$ cat src/rtl/mul_div_unit.sv
// Iterative multiply/divide unit writing HI/LO on completion.
// Define MDU_FAST_MUL_EN for a single-cycle multiplier; divide is always iterative.
module mul_div_unit (
  input  logic        clock_i,
  input  logic        reset_i,
  input  logic        start_i,
  input  logic [1:0]  op_i,
  input  logic [31:0] src_a_i,
  input  logic [31:0] src_b_i,
  input  logic        cancel_i,
  output logic        busy_o,
  output logic        done_o,
  output logic        hi_write_enable_o,
  output logic [31:0] hi_write_data_o,
  output logic        lo_write_enable_o,
  output logic [31:0] lo_write_data_o
);

  // state | meaning
  // IDLE  | waiting for start_i
  // MUL   | multiplying (32 shift-add steps, or one cycle in the fast build)
  // DIV   | 32 restoring divide steps
  // DONE  | one-cycle HI/LO write
  localparam logic [1:0] S_IDLE = 2'd0;
  localparam logic [1:0] S_MUL  = 2'd1;
  localparam logic [1:0] S_DIV  = 2'd2;
  localparam logic [1:0] S_DONE = 2'd3;

  logic [1:0]  state;
  logic [4:0]  count;
  logic [63:0] acc;      // mul: {partial, multiplier}; div: {remainder, quotient}
  logic [31:0] opnd;     // multiplicand or divisor magnitude
  logic [31:0] a_raw;
  logic        op_div;
  logic        neg_res;
  logic        neg_rem;
  logic        div_zero;

  logic        signed_op;
  logic [31:0] mag_a;
  logic [31:0] mag_b;
  logic [32:0] div_shift;
  logic [32:0] div_diff;
  logic [31:0] res_hi;
  logic [31:0] res_lo;
  logic        write_fire;

  assign signed_op = ~op_i[0];
  assign mag_a     = (signed_op && src_a_i[31]) ? -src_a_i : src_a_i;
  assign mag_b     = (signed_op && src_b_i[31]) ? -src_b_i : src_b_i;
  assign div_shift = {acc[63:32], acc[31]};
  assign div_diff  = div_shift - {1'b0, opnd};

`ifdef MDU_FAST_MUL_EN
  logic [31:0]        b_raw;
  logic               is_unsigned;
  logic signed [32:0] fast_a;
  logic signed [32:0] fast_b;
  logic signed [63:0] fast_prod;

  assign fast_a    = {~is_unsigned & a_raw[31], a_raw};
  assign fast_b    = {~is_unsigned & b_raw[31], b_raw};
  assign fast_prod = 64'(fast_a) * 64'(fast_b);
`else
  logic [32:0] mul_sum;
  logic [63:0] prod_fix;

  assign mul_sum  = {1'b0, acc[63:32]} + (acc[0] ? {1'b0, opnd} : 33'd0);
  assign prod_fix = neg_res ? -acc : acc;
`endif

  always_ff @(posedge clock_i) begin
    if (reset_i) begin
      state    <= S_IDLE;
      count    <= '0;
      acc      <= '0;
      opnd     <= '0;
      a_raw    <= '0;
      op_div   <= 1'b0;
      neg_res  <= 1'b0;
      neg_rem  <= 1'b0;
      div_zero <= 1'b0;
`ifdef MDU_FAST_MUL_EN
      b_raw       <= '0;
      is_unsigned <= 1'b0;
`endif
    end else begin
      case (state)
        S_IDLE: begin
          if (start_i && !cancel_i) begin
            a_raw    <= src_a_i;
            op_div   <= op_i[1];
            neg_res  <= signed_op & (src_a_i[31] ^ src_b_i[31]);
            neg_rem  <= signed_op & src_a_i[31];
            div_zero <= (src_b_i == 32'd0);
            count    <= 5'd31;
`ifdef MDU_FAST_MUL_EN
            b_raw       <= src_b_i;
            is_unsigned <= op_i[0];
`endif
            if (op_i[1]) begin
              opnd  <= mag_b;
              acc   <= {32'd0, mag_a};
              state <= S_DIV;
            end else begin
              opnd  <= mag_a;
              acc   <= {32'd0, mag_b};
              state <= S_MUL;
            end
          end
        end
        S_MUL: begin
          if (cancel_i) begin
            state <= S_IDLE;
          end else begin
`ifdef MDU_FAST_MUL_EN
            acc   <= fast_prod;
            state <= S_DONE;
`else
            acc   <= {mul_sum, acc[31:1]};
            count <= count - 5'd1;
            if (count == 5'd0) state <= S_DONE;
`endif
          end
        end
        S_DIV: begin
          if (cancel_i) begin
            state <= S_IDLE;
          end else begin
            if (!div_diff[32]) acc <= {div_diff[31:0], acc[30:0], 1'b1};
            else               acc <= {div_shift[31:0], acc[30:0], 1'b0};
            count <= count - 5'd1;
            if (count == 5'd0) state <= S_DONE;
          end
        end
        S_DONE:  state <= S_IDLE;
        default: state <= S_IDLE;
      endcase
    end
  end

  always_comb begin
    res_hi = '0;
    res_lo = '0;
    if (op_div) begin
      if (div_zero) begin
        res_hi = a_raw;
        res_lo = 32'hFFFF_FFFF;
      end else begin
        res_hi = neg_rem ? -acc[63:32] : acc[63:32];
        res_lo = neg_res ? -acc[31:0]  : acc[31:0];
      end
    end else begin
`ifdef MDU_FAST_MUL_EN
      {res_hi, res_lo} = acc;
`else
      {res_hi, res_lo} = prod_fix;
`endif
    end
  end

  // A cancel arriving in DONE suppresses the write entirely.
  assign write_fire        = (state == S_DONE) && !cancel_i;
  assign busy_o            = (state != S_IDLE);
  assign done_o            = write_fire;
  assign hi_write_enable_o = write_fire;
  assign lo_write_enable_o = write_fire;
  assign hi_write_data_o   = write_fire ? res_hi : 32'd0;
  assign lo_write_data_o   = write_fire ? res_lo : 32'd0;

endmodule

$ cat config.mk
export PLATFORM = sky130hd
export DESIGN_NAME = mul_div_unit
export DESIGN_NICKNAME = d
export VERILOG_FILES = /design/src/rtl/mul_div_unit.sv
export SDC_FILE = /design/constraint.sdc
export NUM_CORES = 1
export LEC_CHECK = 0
export CAP_MARGIN = 20
export CORE_AREA = 2 2 208 210
export DETAILED_ROUTE_END_ITERATION = 7
export DIE_AREA = 0 0 210 212
export GPL_TIMING_DRIVEN = 0
export PLACE_DENSITY = 0.56
export SYNTH_ARGS = -nofsm -noshare
export SYNTH_HDL_FRONTEND = slang
export SYNTH_SLANG_ARGS = --single-unit
export TNS_END_PERCENT = 100
$ cat constraint.sdc
create_clock -name clock_i -period 4.55 [get_ports clock_i]
set_input_delay 0.455 -clock clock_i [delete_from_list [all_inputs] [get_ports clock_i]]
set_output_delay 0.455 -clock clock_i [all_outputs]
set_load 0.02 [all_outputs]
==> results of run 1 <==
## final cells by class
class,count,area (sq um)
plain buffers,160,793
clock buffers,19,453
clock inverters,12,184
fillers,4396,25000
inverters,61,233
multi-input cells,1690,10900
flip-flops and latches,139,2790
well taps,546,683
repair buffers,140,1380
## worst min-delay path, cell delays in order, from the launching register on
cell     delay (ns)
dfxtp_1        0.31
nand2_1        0.05
a21oi_1        0.05
## path summary, 6_finish.rpt
path,cells past startpoint,slack (ns),startpoint,to
hold / removal,2,0.45,opnd[28]$_SDFFE_PP0P_,opnd[28]$_SDFFE_PP0P_
setup / recovery,8,0.04,acc[14]$_SDFFE_PP0P_,lo_write_data_o[31]
setup reg to reg,14,0.23,acc[31]$_SDFFE_PP0P_,acc[33]$_SDFFE_PP0P_
hold reg to reg,2,0.45,opnd[28]$_SDFFE_PP0P_,opnd[28]$_SDFFE_PP0P_
## logic make-up (layout without fill, tap and decap cells)
kind of cell               after synthesis  in the layout  share of synthesized area [%]
DFF                                    139            139                           19.1
xor gates and xnor gates               205            205                           12.3
adders and majority gates               76             76                           6.62
AOI/OAI and AO/OA                      648            648                           28.4
and+or+nand+nor                        697            697                           22.2
muxes                                   64             64                           4.42
buffers and inverters                  222            392                           6.99
## sequential cells by signal (all words and copies together), names as in the netlist
register  cells
div_zero      1
state         2
neg_res       1
op_div        1
acc          64
neg_rem       1
count         5
opnd         32
a_raw        32
## stage by stage
step	setup WS, ns	util [%]	hold WS [ns]	TNS (ns)
after floorplan	0.895	-	0.431	0
after global placement	-0.743	39.2	0.441	-10.34
after detailed placement	-0.774	39.2	0.447	-10.68
after CTS	0.00453	41.0	0.456	0
after global routing	0.00347	41.1	0.468	0
final	0.0406	41.1	0.454	0
## placed cells by master (no fill, tap or decap), types with 44 or more instances in the layout
cell type / instances
o21ai_0: 99
nor2_1: 206
o211ai_1: 44
clkdlybuf4s50_1: 116
mux2i_1: 59
xnor2_1: 112
ha_1: 74
nand2_1: 286
inv_1: 59
a21oi_1: 223
clkbuf_1: 122
xor2_1: 93
dfxtp_1: 137
## timing repair
item | in CTS | in global routing
setup buffers | 1 | 1
setup endpoints to repair | 44 | 21
resized for setup | 49 | 20
pin swaps | 1 | 2
## where the power goes
| part | internal [mW] | total [mW] | switching, mW |
|---|---|---|---|
| clock network | 0.952 | 1.58 | 0.623 |
| logic | 1.35 | 3.78 | 2.43 |
| registers | 1.41 | 1.61 | 0.205 |
## layer usage
layer  vias to the layer above  share of wire, %
met5                         -                 0
met3                       133               6.8
met1                      7593                43
li1                       7617                 -
met4                         0               4.2
met2                       653                46
==> results.json, run 1 <==
{
  "antennaDiodeCount": 0,
  "ys.flop_type": "dfxtp_1",
  "worst_path_max_delay_cell": "o41ai_1",
  "path_cells": "buf_4, or4_4, and4bb_4, nand4b_4, o41ai_1, xnor2_1, a21oi_1, clkdlybuf4s50_1",
  "core_sq_mm": 0.0425,
  "use_met3_pct": 3.96,
  "std_cell_rows": 76,
  "clk_path_buf_depth": 2,
  "synth.most_common_cell": "nand2_1",
  "synth_area_leaders": "dfxtp_1 19%, a21oi_1 7.7%, nand2_1 7.4%",
  "vias": 16000,
  "syn-instance-count": 2051,
  "slew_headroom_pct": 29.8,
  "gp_congestion": 1.00,
  "grt_setup_unrepaired": "false",
  "numCtsBuffers": 17,
  "setup_viol": 0,
  "final_area_sq_mm": 0.0175,
  "numPortBuffers": 136,
  "fmax_ghz": 0.222,
  "async_flop_share_pct": 0,
  "required_ns": 4.09,
  "skew_ns": 0.0117,
  "synth_common_cells": "287 x nand2_1, 224 x a21oi_1, 206 x nor2_1",
  "postSynthAreaPerCell_sq_um": 7.12,
  "syn_area_sq_mm": 0.0146,
  "clkTransAtPathRegs_ns": 0.07,
  "start_util_pct": 34.3,
  "drive_above_1_share_pct": 6.44,
  "synth_fp_nets": 2197,
  "postCtsHoldBufs": 0,
  "wirelength_um": 61900,
  "synth_cell_types": 93,
  "via_per_inst": 5.78,
  "critPathMaxFanout": 7,
  "chipWidth_um": 210,
  "area_growth_pct": 19.6,
  "synth_edf_count": 0,
  "ys_seq_area_share_pct": 19.1,
  "numClockSinks": 139,
  "setup.worst_path.end_class": "output port",
  "maxCapViolations": 0,
  "grt_pass1_vias": 15400,
  "clk_latency_ns": 0.45,
  "worstSetupPathType": "reg -> out",
  "crit_path_start_kind": "register",
  "synth_top_cell_area_share_pct": 19.1,
  "synth_top_area_cell": "dfxtp_1",
  "antenna_found_initial": 0,
  "drc": 0,
  "fin_nets": 2355,
  "fin_crit_ns": 4.51,
  "first_pass_iters": 5,
  "status": "finished clean",
  "tritoncts": "done",
  "grt_pass1_wl_um": 92500,
  "cp.arrival_ns": 4.05,
  "min_path_type": "reg -> reg",
  "drv_slew": 0,
  "grt_max_degree": 17,
  "powerDensity_mw_per_mm2": 399,
  "drt-wirelength-per-cell_um": 22.4,
  "die_y_um": 212,
  "place_area_sq_mm": 0.0166,
  "io_pins": 138,
  "worstMarginPinSlew_ns": 1.05,
  "path_buf_inv": 2,
  "crit_family": "compound AO/OA/AOI/OAI gates",
  "grt.busiest_layer": "met2",
  "p_leak_nw": 6.47,
  "grt_use_total_pct": 27.3,
  "met1_usage_pct": 34.4,
  "instances_no_fill": 2767,
  "finalHoldViolCount": 0,
  "ys_warn_count": 0,
  "slowest_delay_ns": 0.77,
  "gr-usage-met2_pct": 46.4,
  "cts_max_level": 4,
  "fin_crit_sh_pct": 99.1,
  "place_hpwl_um": 49700,
  "fin_total_pwr_mw": 6.97,
  "dieArea_sq_mm": 0.0445,
  "peakVddDrop_v": 0.000265,
  "drt_iter0_drc": 1432,
  "antenna_left": 0,
  "place_inst": 2734,
  "synth-seq-cells": 139,
  "cts_root_buf": "clkbuf_16",
  "overflow": 0
}
Note: power is estimated with default switching activity, not from simulation.
==> run 2: changes to the inputs <==
Clock period 4.55 ns to 5.8 ns, I/O delays scaled along.
==> results.json, run 2 (synthesis results as in run 1) <==
{
  "status": "finished clean",
  "vias": 16000,
  "antenna_left": 0,
  "fin_total_pwr_mw": 5.41,
  "seq_power_share_pct": 23.3,
  "fin_setup_tns_ns": 0,
  "antennaDiodeCount": 0,
  "skew_ns": 0.0101,
  "overflow": 0,
  "clk_latency_ns": 0.44,
  "wirelength_um": 61600,
  "core_sq_mm": 0.0425,
  "setup.worst_path.end_class": "output port",
  "whs_ns": 0.453,
  "r2r_slack_ns": 0.92,
  "path_buf_inv": 4,
  "layout_commonest_cell": "nand2_1",
  "most-common-layout-cells": "287 x nand2_1, 224 x a21oi_1, 206 x nor2_1",
  "largest_reg_flops": 64,
  "swShare_pct": 46.7,
  "critPathMaxFanout": 14,
  "fmax_ghz": 0.182,
  "finalHoldViolCount": 0,
  "p_int_mw": 2.89,
  "drc": 0,
  "netSwitchingPower_mw": 2.53,
  "pwr-share-comb_pct": 53.9,
  "cp.arrival_ns": 4.90,
  "clkTransAtPathRegs_ns": 0.07,
  "clk_path_buf_depth": 2,
  "first_pass_iters": 6,
  "area_growth_pct": 18.5,
  "numCtsBuffers": 17,
  "fin_crit_ns": 5.48,
  "fin_nets": 2353,
  "p_clk_share_pct": 22.8,
  "reg.largest.list": "acc: 64 flops, a_raw: 32 flops, opnd: 32 flops",
  "grt_pass1_wl_um": 92200,
  "peakVddDrop_v": 0.000206,
  "p_leak_nw": 6.29,
  "grt_max_degree": 17,
  "drt_iter0_drc": 1434,
  "crit_family": "buffers and inverters",
  "antenna_found_initial": 0,
  "largest-register": "acc",
  "start_util_pct": 34.3,
  "tritoncts": "done",
  "numPortBuffers": 136,
  "numClockSinks": 139,
  "worstMarginPinSlew_ns": 1.05,
  "cts_root_buf": "clkbuf_16",
  "min_path_type": "reg -> reg",
  "place_hpwl_um": 49700,
  "gp_congestion": 1.00,
  "path_cells": "buf_6, clkinvlp_4, ha_1, nor3b_1, nand4b_1, nand2b_1, buf_2, o21ai_0, xnor2_1, nor2_1, a211oi_1, clkdlybuf4s50_1",
  "fin_crit_sh_pct": 94.5,
  "via_per_inst": 5.80,
  "powerDensity_mw_per_mm2": 313,
  "die_y_um": 212,
  "setup_viol": 0,
  "grt_use_total_pct": 27.2,
  "postCtsHoldBufs": 0,
  "worst_path_max_delay_cell": "clkdlybuf4s50_1",
  "drv_slew": 0,
  "io_pins": 138,
  "slew_headroom_pct": 30.1,
  "worstSetupPathType": "reg -> out",
  "chipWidth_um": 210,
  "maxCapViolations": 0,
  "drive_above_1_share_pct": 4.87,
  "grt_pass1_vias": 15300,
  "dieArea_sq_mm": 0.0445,
  "cts_max_level": 4,
  "required_ns": 5.22,
  "std_cell_rows": 76,
  "drt-wirelength-per-cell_um": 22.3,
  "crit_path_start_kind": "register",
  "slowest_delay_ns": 0.70,
  "grt_setup_unrepaired": "false"
}
## run 2: what timing repair did
item,in CTS,in global routing
gates resized for setup,0,1
setup buffers,0,0
gates cloned,0,0
endpoints found under the setup margin,8,1
## run 2: per-layer routing
layer  GRT usage (%)  routed length (um)  part of all wire, %  vias to the layer above
li1                -                   -                    -                     7623
met1            34.4               26200                   43                     7589
met2            46.3               28500                   46                      684
met3            3.66                4270                  6.9                      140
met4            11.9                2670                  4.3                        0
met5               0                   0                    0                        -
## run 2: final cells by class
cell class / instances / area, sq um
Tap cell: 546 / 683
Clock inverter: 12 / 184
Timing Repair Buffer: 138 / 1370
Buffer: 160 / 788
Fill cell: 4411 / 25200
Sequential cell: 139 / 2780
Inverter: 61 / 233
Multi-Input combinational cell: 1690 / 10800
Clock buffer: 19 / 453
## run 2: worst reg2reg max path: stages, from the launching register on
cell and delay (ns):
dfxtp_1 0.52, inv_1 0.15, ha_1 0.26, fa_1 0.42, nand2b_1 0.19, a21o_1 0.19, a31oi_1 0.54, a21boi_1 0.48
o21a_1 0.34, o211ai_2 0.59, buf_4 0.37, buf_2 0.39, nand2_1 0.09, o21ai_0 0.10, o22ai_1 0.11
## run 2: power groups by stage
| stage | sequential, mW | clock, mW | combinational (mW) |
|---|---|---|---|
| finish | 1.26 | 1.23 | 2.92 |
| global route | 1.28 | 1.27 | 3.12 |
| CTS | 1.26 | 1.23 | 2.85 |
| detailed placement | 1.28 | 0 | 2.83 |
| global placement | 1.27 | 0 | 2.82 |
| floorplan | 1.22 | 0 | 1.96 |
## run 2: final timing paths
check / startpoint / endpoint / depth (start not counted)
hold reg to reg: opnd[28]$_SDFFE_PP0P_ / opnd[28]$_SDFFE_PP0P_ / 2
setup reg to reg: acc[31]$_SDFFE_PP0P_ / acc[33]$_SDFFE_PP0P_ / 14
hold / removal: opnd[28]$_SDFFE_PP0P_ / opnd[28]$_SDFFE_PP0P_ / 2
setup / recovery: acc[0]$_SDFFE_PP0P_ / hi_write_data_o[12] / 12
## run 2: per-stage QoR
step	instances	util, %	worst slack, ns	instance area, sq um
4_1_cts	2764	40.7	0.184	17300
5_1_grt	2765	40.7	0.271	17300
2_1_floorplan	2051	-	2.02	14600
6_report	2765	40.7	0.316	17300
3_3_place_gp	2733	39.2	0.382	16600
3_5_place_dp	2734	39.2	0.351	16600
==> patch, RTL diff (config.mk and constraints of run 1) <==
Make the reset (`reset_i`) asynchronous in one clocked block.
--- a/src/rtl/mul_div_unit.sv
+++ b/src/rtl/mul_div_unit.sv
@@ -70,5 +70,5 @@
 `endif
 
-  always_ff @(posedge clock_i) begin
+  always_ff @(posedge clock_i or posedge reset_i) begin
     if (reset_i) begin
       state    <= S_IDLE;
Function: differs if reset_i is asserted again (counterexample within 4 cycles, from zero or initial values and one cycle with reset_i high); with reset_i held inactive, the same outputs for 10 cycles.
==> patch against run 1 <==
- routed wire length rose by 1.2%
- sequential share of layout area rose by 4.2 points
- sequential power rose by 38%
- die area did not move
- sequential cell count did not move
- design area fell by 1.3%
- highest routed layer unchanged
- total power rose by 48%
- count of clock-buffer cells in the layout rose by 1
- first-iteration DRC count fell by 15%
- non-clock buffer count fell by 14
- synthesized area fell by 2.0%
- worst setup slack got worse by 0.0079 ns
- fmax fell by 0.17%
==> patch: results (changes against run 1) <==
synthAdderAreaFrac_pct: 6.75  # +0.13 points
muxShareOfSynthArea_pct: 2.47  # -2.0 points
synth_compound_area_share_pct: 27.5  # -0.91 points
route.met2.wl_mm: 29.9  # +4.6%
avgSynthCellArea_um2: 7.34  # +3.2%
grt_pass1_vias: 15094  # -1.8%
synth_nets: 2095  # -4.6%
dpl-instance-area_um2: 16400  # -1.3%
layout.nets: 2264  # -3.9%
dp_cells: 2636  # -3.6%
port_buffers: 137  # +0.74%
switchingPower_uw: 5360  # +64%
grt_max_degree: 84  # +67
grt_usage_pct: 28.0  # +0.69 points
dp_hpwl_mm: 49.6  # about the same
seq_power_share_pct: 21.6  # -1.6 points
fillers: 4438  # +0.96%
async_reset_ff_share_pct: 100  # +100 points
synth_area_leaders: "dfrtp_1, nand2_1, ha_1"
outcome: "finished clean"
layout-drive-gt1-share_pct: 6.43  # -0.0096 points
routed-wl-met3_mm: 4.11  # -2.7%
synth.distinct_cells: 78  # -16%
worstPathMaxFanout: 10  # +3
final_cells: 2677  # -3.3%
yosys-top-cells-count: "nand2_1, a21oi_1, nor2_1"
yosysSeqAreaShare_pct: 24.3  # +5.2 points
p_int_uw: 4930  # +33%
hold_path_class: "in2async"
grt_pass1_wl_mm: 93.7  # +1.3%
tightest_slew_ns: 1.08  # +0.0291 ns
vias_per_cell: 5.79  # +0.17%
clkPwrFrac_pct: 15.1  # -7.5 points
grtUsageMet2_pct: 48.0  # +1.6 points
met3_usage_pct: 4.61  # +0.65 points
dp_slack_ns: -1.35  # -0.580 ns
finClkSkew_ns: 0.0142  # +0.00255 ns
drtIter0Drc: 1222  # -15%
p_leak_uw: 0.00732  # +13%
met1_usage_pct: 35.6  # +1.2 points
met1_length_mm: 26.8  # +1.3%
max-vdd-ir-drop_v: 0.000304  # +15%
patch: cell types whose count changed after synthesis, sizes merged, moves of 19 or more:
cell and change:
a211oi -32, a21oi -45, clkbuf -19, dfrtp +139, dfxtp -139, mux2i -27
nor2 -32, o211ai -28, o21ai +56, o221ai +25
patch: repair_timing:
item | 4_1_cts | 5_1_grt
gates resized for setup | 68 | 59
pin swaps | 3 | 5
buffers inserted | 5 | 5
endpoints found under the setup margin | 65 | 34
patch: worst paths after layout:
path	startpoint	to	slack, ns	cells after the start
hold reg to reg	a_raw[27]$_DFFE_PP0P_	a_raw[27]$_DFFE_PP0P_	0.48	2
hold / removal	reset_i	acc[37]$_DFFE_PP0P_	0.46	2
setup reg to reg	acc[31]$_DFFE_PP0P_	acc[61]$_DFFE_PP0P_	0.22	14
setup / recovery	acc[0]$_DFFE_PP0P_	hi_write_data_o[18]	0.03	13
min in group clock_i	a_raw[27]$_DFFE_PP0P_	a_raw[27]$_DFFE_PP0P_	0.48	2
max in group asynchronous	reset_i	a_raw[26]$_DFFE_PP0P_	3.20	3
patch: area by class of cell:
type                       count  area (um2)  area share [%]
inverter                      77         297            1.72
sequential                   139        3480            20.2
timing repair buffer         152        1420            8.23
clock buffer                  20         467            2.71
multi-input combinational   1597       10200            59.0
buffer                       134         556            3.22
tap                          546         683            3.96
clock inverter                12         160           0.929
patch: worst max-delay path: stages, from the launching register on:
cell,delay [ns]
dfrtp_2,0.45
inv_4,0.12
buf_8,0.18
ha_2,0.22
or3b_4,0.41
or4_4,0.49
buf_6,0.16
or3_4,0.45
buf_6,0.18
o21ai_2,0.16
xnor2_1,0.13
nor2_1,0.07
a211oi_2,0.35
buf_4,0.22
